File: src/rtl/baud_tick_gen.sv
// UART baud-tick generator: fractional int.frac divider producing single-cycle
// oversample, mid-bit and bit-end enable pulses, all on the system clock.
module baud_tick_gen #(
  parameter int unsigned CLK_FREQ_HZ = 50_000_000,
  parameter int unsigned OVERSAMPLE  = 16,
  parameter int unsigned DIV_W       = 16,
  parameter int unsigned FRAC_BITS   = 4,
  localparam int unsigned PW         = (OVERSAMPLE > 1) ? $clog2(OVERSAMPLE) : 1
) (
  input  logic                 clk,
  input  logic                 rst,
  input  logic                 en,
  input  logic                 sync,
  input  logic                 cfg_mode,
  input  logic [1:0]           baud_sel,
  input  logic [DIV_W-1:0]     div_int,
  input  logic [FRAC_BITS-1:0] div_frac,
  output logic                 os_tick,
  output logic                 mid_tick,
  output logic                 bit_tick,
  output logic [PW-1:0]        os_phase
);

  localparam int unsigned DW = DIV_W + FRAC_BITS;

  // Fixed-point divisor {int,frac} = round(clk * 2^FRAC_BITS / (OVERSAMPLE * baud))
  function automatic logic [DW-1:0] preset_div(input longint unsigned baud);
    longint unsigned num;
    longint unsigned den;
    num = longint'(CLK_FREQ_HZ) << FRAC_BITS;
    den = longint'(OVERSAMPLE) * baud;
    return DW'((num + den / 2) / den);
  endfunction

  localparam logic [DW-1:0] PRESET_2400  = preset_div(2400);
  localparam logic [DW-1:0] PRESET_4800  = preset_div(4800);
  localparam logic [DW-1:0] PRESET_9600  = preset_div(9600);
  localparam logic [DW-1:0] PRESET_19200 = preset_div(19200);

  logic [DW-1:0]        sel_div;
  logic [DIV_W-1:0]     sel_int_raw;
  logic [DIV_W-1:0]     sel_int;
  logic [FRAC_BITS-1:0] sel_frac;

  logic [DIV_W-1:0]     cnt;
  logic [FRAC_BITS-1:0] acc;
  logic [FRAC_BITS-1:0] shadow_frac;
  logic                 en_q;

  logic                 load;
  logic                 expire;
  logic                 carry;
  logic [FRAC_BITS-1:0] acc_sum;
  logic                 phase_last;
  logic                 phase_mid;

  // Select the divisor source and clamp the integer part to at least 2
  always_comb begin
    sel_div = PRESET_2400;
    if (cfg_mode) begin
      sel_div = {div_int, div_frac};
    end else begin
      case (baud_sel)
        2'b00:   sel_div = PRESET_2400;
        2'b01:   sel_div = PRESET_4800;
        2'b10:   sel_div = PRESET_9600;
        default: sel_div = PRESET_19200;
      endcase
    end
    sel_int_raw = sel_div[DW-1:FRAC_BITS];
    sel_frac    = sel_div[FRAC_BITS-1:0];
    sel_int     = (sel_int_raw < DIV_W'(2)) ? DIV_W'(2) : sel_int_raw;
  end

  // Load detection, fractional accumulate and phase decode
  always_comb begin
    load             = en & (~en_q | sync);
    expire           = (cnt == '0);
    {carry, acc_sum} = {1'b0, acc} + {1'b0, shadow_frac};
    phase_last       = (os_phase == PW'(OVERSAMPLE - 1));
    phase_mid        = (os_phase == PW'(OVERSAMPLE / 2 - 1));
  end

  // Divider counter, fractional accumulator, phase index and registered ticks
  always_ff @(posedge clk) begin
    if (rst) begin
      cnt         <= '0;
      acc         <= '0;
      os_phase    <= '0;
      os_tick     <= 1'b0;
      mid_tick    <= 1'b0;
      bit_tick    <= 1'b0;
      shadow_frac <= PRESET_2400[FRAC_BITS-1:0];
      en_q        <= 1'b0;
    end else begin
      en_q     <= en;
      os_tick  <= 1'b0;
      mid_tick <= 1'b0;
      bit_tick <= 1'b0;
      if (load) begin
        shadow_frac <= sel_frac;
        cnt         <= sel_int - DIV_W'(1);
        acc         <= '0;
        os_phase    <= '0;
      end else if (en) begin
        if (!expire) begin
          cnt <= cnt - DIV_W'(1);
        end else begin
          // Carry comes from the outgoing fraction; the new config takes over from here
          acc         <= acc_sum;
          shadow_frac <= sel_frac;
          cnt         <= sel_int - DIV_W'(1) + DIV_W'(carry);
          os_phase    <= phase_last ? '0 : os_phase + PW'(1);
          os_tick     <= 1'b1;
          mid_tick    <= phase_mid;
          bit_tick    <= phase_last;
        end
      end
    end
  end

endmodule

File: config.mk
export PLATFORM = sky130hd
export DESIGN_NAME = baud_tick_gen
export DESIGN_NICKNAME = d
export VERILOG_FILES = /design/src/rtl/baud_tick_gen.sv
export SDC_FILE = /design/constraint.sdc
export NUM_CORES = 1
export LEC_CHECK = 0
export ABC_AREA = 0
export CAP_MARGIN = 0
export CORE_MARGIN = 8
export CORE_UTILIZATION = 58
export CTS_CLUSTER_DIAMETER = 30
export DETAILED_ROUTE_END_ITERATION = 16
export DONT_BUFFER_PORTS = 1
export PLACE_DENSITY_LB_ADDON = 0.2
export REMOVE_ABC_BUFFERS = 1
export SLEW_MARGIN = 0
export SYNTH_ARGS = -nofsm -noshare
export SYNTH_HDL_FRONTEND = slang
export SYNTH_SLANG_ARGS = --single-unit
File: constraint.sdc
create_clock -name clk -period 7.2 [get_ports clk]
set_clock_uncertainty 0.05 [all_clocks]
set_input_delay 1.08 -clock clk [delete_from_list [all_inputs] [get_ports clk]]
set_output_delay 1.08 -clock clk [all_outputs]
set_load 0.03 [all_outputs]
==> results of run 1 <==
## sequential cells by signal, indices dropped and copies added (netlist names)
name and count:
cnt 16, acc 4, os_phase 4, shadow_frac 4
bit_tick 1, en_q 1, mid_tick 1, os_tick 1
## cells by family after synthesis
| logic type | after synthesis | share of synthesized area |
|---|---|---|
| xor+xnor | 14 | 0.0445 |
| compound gates | 111 | 0.261 |
| simple gates | 178 | 0.319 |
| buf+inv | 33 | 0.0437 |
| mux | 12 | 0.0420 |
| flops | 32 | 0.219 |
| fa+ha+maj | 16 | 0.0711 |
## stage by stage
stage                     total power (uW)  instances
after detailed placement               326        449
final                                  473        457
after floorplan                        298        377
after global placement                 323        449
after CTS                              473        457
after global routing                   500        457
## per-layer routing
layer  track usage  up-vias  wire [um]
li1              -     1446          -
met1         0.253     1382       3360
met2         0.351      113       3720
met3        0.0547       10        630
met4        0.0673        0        106
met5             0        -          0
## critical path: cells and delay by family
kind | cells | cell delay (ps)
buffers and inverters | 1 | 50
adders and majority gates | 2 | 520
and+or+nand+nor | 5 | 1760
AOI/OAI and AO/OA | 6 | 1940
## power by group
part	switching, uW	total, uW	leakage (uW)	internal (uW)
Combinational	78.0	130	0.000825	51.6
Clock	80.0	148	0.0000404	68.5
Sequential	9.03	195	0.000262	186
Total	167	473	0.00113	306
## area by class of cell
type	instances	area, um2	share of cell area
sequential	32	641	0.211
timing repair buffer	2	15.0	0.00494
multi-input combinational	331	2150	0.708
inverter	14	52.6	0.0173
clock inverter	3	23.8	0.00782
clock buffer	5	68.8	0.0226
tap	70	87.6	0.0288
## layout by cell type, fill, tap and decap left out, types with 6 or more instances in the layout
| master | instances |
|---|---|
| o21ai_0 | 14 |
| nand2_1 | 47 |
| dfxtp_1 | 32 |
| mux2i_1 | 10 |
| nor2_1 | 46 |
| a211oi_1 | 8 |
| ha_1 | 15 |
| inv_1 | 13 |
| nor3_1 | 13 |
| nand3_1 | 8 |
| a21oi_1 | 27 |
| xnor2_1 | 6 |
| nand4_1 | 7 |
| and2_1 | 7 |
| xor2_1 | 7 |
| o21ai_1 | 10 |
## worst paths after layout
kind                                startpoint  endpoint  slack (ps)  cells after the start
worst min register to register          acc[0]    acc[0]         410                      2
worst max-delay path               baud_sel[1]   cnt[13]        2020                     14
worst max register to register  shadow_frac[0]   cnt[14]        3680                     14
worst min-delay path                    acc[0]    acc[0]         410                      2
==> metrics.cfg, run 1 <==
[die]
die_x_um=87.0
dieArea_um2=7560
ios=34
fp.dieH_um=87.0
rows=26
core-area_um2=4980
start_util=0.587

[logic_synthesis]
synth-edff-count=0
synth_warnings=0
yosys.cell_count.top_type=nand2_1
yosys.area.top_type=dfxtp_1
synth-async-reset-ratio=0
synthTopCellsByCount=nand2_1 (47), nor2_1 (46), dfxtp_1 (32)
netlist_instances=396
ys_ff_latch=32
synth_area_um2=2920
synth_area_leaders=dfxtp_1 (22%), ha_1 (6.4%), nand2_1 (6.0%), nor2_1 (5.9%), a21oi_1 (4.6%)
synthFlopType=dfxtp_1
syn_area_per_cell_um2=7.38
ys_seq_area_frac=0.219
synth_cell_types=76
yosysTopAreaCellShare=0.219

[global_route]
gr-total-overflow=0
grt_max_degree=37
grt_usage=0.210
antenna_found_initial=0
grt_pass1_wl_mm=12.8
grt_pass1_vias=2696

[critical_path]
cpPeakStageDelay_ps=640
required_ps=7370
crit_path_cell_trace=inv_1 -> ha_1 -> or4_1 -> a2111oi_1 -> and2_1 -> a211oi_1 -> ha_1 -> or3_1 -> a211o_1 -> a211oi_1 -> and3_1 -> nand4_1 -> a22o_1 -> a211oi_1
cp-end-kind=flop
crit_top_cell=a211oi_1
cp_data_arrival_time_ps=5350
cp_max_fo=8
crit_path_top_delay_cell=a2111oi_1
cp-start-kind=input pin
critPathKind=input pin to flop

[routing]
first_pass_iters=5
wire_per_inst_um=17.1
num_vias=2951
ant_nets=0
drt_wl_total_mm=7.81
vias_per_cell=6.46
drt-initial-drc-count=238
drc=0

[cts]
cts_sinks=32
clock_latency_ps=300
numCtsBuffers=5
cts_htree_levels=2
clockRootBuffer=clkbuf_8
ctsHoldBuffers=0
cts_resized=0
clkTransAtPathRegs_ps=90
postCtsSetupBuffers=0
clk_path_buf_depth=2
cts_tree=built

[place]
place_area_um2=2950
pre_cts_slack_ps=1820
place_congestion=0.897
dpl.hpwl_mm=5.82
io_buffers=0

[sta]
setup_tns_ps=0
period_needed_ps=5180
finalMaxSlewViolations=0
rsz0062_at_grt=no
slew-limit-headroom=0.424
finalCritPeriodShare=0.719
hold_ws_ps=414
fmax_mhz=193
hold_violations=0
worst_pin_slew_ps=858
setup-violations-final=0
setup_slack_ps=2020

[finish]
n_antenna_cell=0
design_area_um2=3040
num-nets-final=429
syn2layout_area_growth_pct=4.11
fill_cells=483
fin_util=0.611
layout-drive-gt1-share=0.0749

[outcome]
outcome=finished clean

[job]
drv_cap=0

[power_and_ir_drop]
max-vdd-ir-drop_v=0.0000936
leakagePower_uw=0.00113
cellPowerDensity_nw_per_um2=156

[worst_hold_path]
hold_class=flop to flop

(Power assumes the default switching activity.)
==> run 2: changes to the inputs <==
--- a/config.mk
+++ b/config.mk
@@ -5,7 +5,7 @@
 export SDC_FILE = /design/constraint.sdc
 export NUM_CORES = 1
 export LEC_CHECK = 0
-export ABC_AREA = 0
+export ABC_AREA = 1
 export CAP_MARGIN = 0
 export CORE_MARGIN = 8
 export CORE_UTILIZATION = 58
==> constraint.sdc (replaced) <==
create_clock -name clk -period 4.95 [get_ports clk]
set_clock_uncertainty 0.05 [all_clocks]
set_input_delay 0.7425 -clock clk [delete_from_list [all_inputs] [get_ports clk]]
set_output_delay 0.7425 -clock clk [all_outputs]
set_load 0.03 [all_outputs]
==> metrics.cfg, run 2 <==
[outcome]
outcome=finished clean

[logic_synthesis]
ys_ff_latch=32
syn_area_per_cell_um2=6.35
synth_cell_types=45
yosysTopAreaCellShare=0.205
synth_area_um2=3130
synthTopCellsByCount=nand2_1 (102), inv_1 (68), nor2_1 (56)
yosys.area.top_type=dfxtp_1
synth-edff-count=0
yosys.cell_count.top_type=nand2_1
synth-async-reset-ratio=0
netlist_instances=493
ys_seq_area_frac=0.205
synthFlopType=dfxtp_1
synth_area_leaders=dfxtp_1 (20%), nand2_1 (12%), inv_1 (8.2%), nor2_1 (6.7%), ha_1 (6.0%)
synth_warnings=0

[die]
rows=26
start_util=0.605
fp.dieH_um=89.5
core-area_um2=5170
ios=34
dieArea_um2=8000
die_x_um=89.5

[worst_hold_path]
holdPathEnd=cnt[11]
hold_class=flop to flop
worstHoldPathCells=2
hp-start=cnt[11]

[global_route]
antenna_found_initial=0
gr-total-overflow=0
grt_usage=0.212
grt_pass1_wl_mm=13.5
grtUsageMet1=0.258
grt-busiest-layer=met2
grt_max_degree=21
use_met3=0.0368
grt_pass1_vias=3039
use_met2=0.373

[routing]
vias_per_cell=5.58
first_pass_iters=5
drc=0
ant_nets=0
drt_wl_total_mm=7.89
drt-initial-drc-count=247
num_vias=3142
wire_per_inst_um=14.0

[finish]
layout-drive-gt1-share=0.108
top_register=cnt
n_antenna_cell=0
fin_util=0.635
largest_register_ffs=16
fill_cells=495
syn2layout_area_growth_pct=5.04
num-nets-final=535
mostFrequentLayoutCell=nand2_1
final_cell_mix=nand2_1 (102), inv_1 (68), nor2_1 (56)

[cts]
ctsHoldBuffers=0
numCtsBuffers=5
clockRootBuffer=clkbuf_8
clk_path_buf_depth=2
cts_htree_levels=2
postCtsSetupBuffers=0
cts_tree=built
clkTransAtPathRegs_ps=70
clock_latency_ps=290
cts_resized=0
cts_sinks=32

[sta]
finalCritPeriodShare=0.742
rsz0062_at_grt=no
setup_tns_ps=0
fmax_mhz=272
period_needed_ps=3670
setup_slack_ps=1280
worst_pin_slew_ps=985
hold_violations=0
setup-violations-final=0
slew-limit-headroom=0.341
finalMaxSlewViolations=0

[critical_path]
cp-end-kind=flop
cp-start-kind=input pin
critPathKind=input pin to flop
required_ps=5130
cp_max_fo=5
rr_startpoint=shadow_frac[0]
worstRegToRegCells=18
rrSetupSlack_ps=2120
r2r-end=cnt[14]
cp_data_arrival_time_ps=3850

[place]
dpl.hpwl_mm=6.29
pre_cts_slack_ps=975
place_congestion=0.938
io_buffers=0

[power_and_ir_drop]
power_uw=786
max-vdd-ir-drop_v=0.000206
leakagePower_uw=0.00155
cellPowerDensity_nw_per_um2=239

[job]
drv_cap=0

## run 2: cell families after synthesis
family          Yosys count  share of synthesized area
compound gates           94                      0.172
flops                    32                      0.205
xor+xnor                 17                     0.0524
buf+inv                  84                      0.106
simple gates            250                      0.399
fa+ha+maj                16                     0.0664
## run 2: how the worst max path moves through the flow
| stage | startpoint | depth (start not counted) | endpoint |
|---|---|---|---|
| 2_1_floorplan | baud_sel[0] | 23 | cnt[12] |
| 3_3_place_gp | baud_sel[0] | 24 | cnt[14] |
| 3_5_place_dp | baud_sel[1] | 24 | cnt[14] |
| 4_1_cts | baud_sel[1] | 24 | cnt[14] |
| 5_1_grt | baud_sel[0] | 22 | cnt[15] |
| 6_report | baud_sel[1] | 24 | cnt[14] |
## run 2: area by class of cell
| class | count | area, um2 | share of cell area |
|---|---|---|---|
| Clock inverter | 3 | 42.5 | 0.0129 |
| Multi-Input combinational cell | 377 | 2160 | 0.657 |
| Sequential cell | 32 | 641 | 0.195 |
| Clock buffer | 5 | 68.8 | 0.0209 |
| Timing Repair Buffer | 1 | 7.51 | 0.00228 |
| Inverter | 75 | 282 | 0.0856 |
| Tap cell | 70 | 87.6 | 0.0266 |
## run 2: layer usage
metal | vias to the layer above | share of wire
met4 | 0 | 0.014
met5 | - | 0
li1 | 1599 | -
met3 | 14 | 0.048
met2 | 79 | 0.49
met1 | 1450 | 0.45
## run 2: report_power, final
group	internal, uW	switching [uW]
registers	273	14.5
logic	82.9	159
clock network	149	107
## run 2: critical path, cell delays in order
cell     delay, ps
inv_1           50
ha_1           220
nand2_4        100
nand2_1        140
nor2_1         170
nand2_2         80
nor2_4         120
nand2_4         90
nand2_1        110
ha_1           180
inv_1           80
nor3_4         260
nand3_2        140
nor2_4         160
nand2_2        100
xor2_1         300
nand3_1        190
nor2_1         180
nand2_1         70
nand2_1         50
nand3_1         60
nand2_1         70
nand2_1         70
a21oi_2        110
## run 2: metrics by stage
stage                     instance area (um2)  instances  hold slack [ps]
after floorplan                          3080        484              390
after global placement                   3180        555              411
after detailed placement                 3180        555              414
after CTS                                3290        563              426
after global routing                     3290        563              456
final                                    3290        563              425
==> run 3: changes to the inputs <==
==> constraint.sdc (replaced) <==
create_clock -name clk -period 3.27 [get_ports clk]
set_clock_uncertainty 0.05 [all_clocks]
set_input_delay 0.4905 -clock clk [delete_from_list [all_inputs] [get_ports clk]]
set_output_delay 0.4905 -clock clk [all_outputs]
set_load 0.03 [all_outputs]
==> metrics.cfg, run 3 (synthesis results as in run 2) <==
[power_and_ir_drop]
p_int_uw=798
p_seq_frac=0.352
power_uw=1230
max-vdd-ir-drop_v=0.000308
leakagePower_uw=0.00170
power_switching_uw=436
power.share.clock=0.315
combPwrFrac=0.333
cellPowerDensity_nw_per_um2=345
swShare=0.353

[global_route]
grt_pass1_vias=3052
grt_pass1_wl_mm=13.4
grt_usage=0.211
antenna_found_initial=0
gr-total-overflow=0
grt_max_degree=21

[critical_path]
cp-start-kind=input pin
r2r-end=cnt[14]
rrSetupSlack_ps=500
cp-end-kind=flop
rr_startpoint=shadow_frac[0]
startpoint=baud_sel[0]
cp_data_arrival_time_ps=3190
critPathKind=input pin to flop
endpoint=cnt[14]
worstRegToRegCells=18
cp_max_fo=5
required_ps=3460

[worst_hold_path]
worstHoldPathCells=1
hold_class=input pin to flop

[routing]
ant_nets=0
num_vias=3284
drc=0
drt-initial-drc-count=261
vias_per_cell=5.54
first_pass_iters=5
wire_per_inst_um=13.4
drt_wl_total_mm=7.97

[die]
die_x_um=89.5
fp.dieH_um=89.5
start_util=0.605
dieArea_um2=8000
rows=26
core-area_um2=5170
ios=34

[finish]
largest_register_ffs=16
fin_cells=593
fill_cells=449
layout-drive-gt1-share=0.187
top_register=cnt
syn2layout_area_growth_pct=14.4
design_area_um2=3580
num-nets-final=565
n_antenna_cell=0
final_cell_mix=nand2_1 (98), inv_1 (68), nor2_1 (53)
mostFrequentLayoutCell=nand2_1
fin_util=0.692

[cts]
clock_latency_ps=300
clk_path_buf_depth=2
cts_htree_levels=2
numCtsBuffers=5
cts_sinks=32
clockRootBuffer=clkbuf_8
clkTransAtPathRegs_ps=80
cts_tree=built

[sta]
finalMaxSlewViolations=0
slew-limit-headroom=0.672
setup_slack_ps=266
hold_violations=0
setup-violations-final=0
worst_pin_slew_ps=490
period_needed_ps=3000
finalCritPeriodShare=0.919
fmax_mhz=333

[place]
place_congestion=0.940
dp.cells=584
io_buffers=0
dpl.hpwl_mm=6.19
place_area_um2=3390
pre_cts_slack_ps=-70.2

[outcome]
outcome=finished clean

[job]
drv_cap=0

[run 3: critical path, cell delays in order]
cell     delay (ps)
inv_1            60
ha_2            200
nand2_4         110
nand2_1          90
nor2_2          100
nand2_2          80
nor2_4          150
nand2_4          60
nand2_2          60
ha_2            170
inv_1            70
nor3_4          130
nand3_2         130
buf_4           160
nor2_4          140
nand2_2         100
xor2_2          180
nand3_1         130
nor2_1          150
nand2_1          70
nand2_1          50
nand3_1          60
nand2_1          60
nand2_1          60
a21oi_2         100
[run 3: per-stage QoR]
stage	hold WS, ps	setup TNS [ps]
floorplan	390	0
global placement	412	0
detailed placement	407	-91.2
CTS	188	0
global route	188	-26.1
finish	194	0
[run 3: power groups by stage]
stage / registers [uW] / clock network, uW / logic (uW)
global route: 438 / 409 / 464
CTS: 434 / 398 / 398
detailed placement: 443 / 0 / 395
global placement: 442 / 0 / 389
floorplan: 438 / 0 / 292
finish: 434 / 389 / 411
[run 3: layout make-up]
| cell class | instances | area (um2) | area share |
|---|---|---|---|
| inverters | 75 | 282 | 0.0787 |
| repair buffers | 31 | 233 | 0.0650 |
| multi-input cells | 377 | 2220 | 0.622 |
| clock inverters | 3 | 42.5 | 0.0119 |
| well taps | 70 | 87.6 | 0.0245 |
| clock buffers | 5 | 68.8 | 0.0192 |
| flip-flops and latches | 32 | 641 | 0.179 |
[run 3: worst min-delay path by stage]
| stage | from | end | slack (ps) |
|---|---|---|---|
| finish | rst | cnt[14] | 190 |
| global route | rst | cnt[14] | 190 |
| CTS | rst | cnt[14] | 190 |
| detailed placement | shadow_frac[2] | shadow_frac[2] | 410 |
| global placement | cnt[5] | cnt[5] | 410 |
| floorplan | shadow_frac[0] | shadow_frac[0] | 390 |
[run 3: timing repair]
item | 4_1_cts | 5_1_grt
hold buffers | 0 | 0
setup endpoints to repair | 0 | 4
resized for setup | 0 | 17
endpoints found under the hold margin | 0 | 0
buffers inserted | 0 | 1
[run 3: routing by layer]
| layer | GRT usage | share of wire | up-vias |
|---|---|---|---|
| met2 | 0.353 | 0.47 | 87 |
| met5 | 0 | 0 | - |
| li1 | - | - | 1666 |
| met4 | 0.0725 | 0.027 | 0 |
| met1 | 0.261 | 0.45 | 1511 |
| met3 | 0.0441 | 0.054 | 20 |
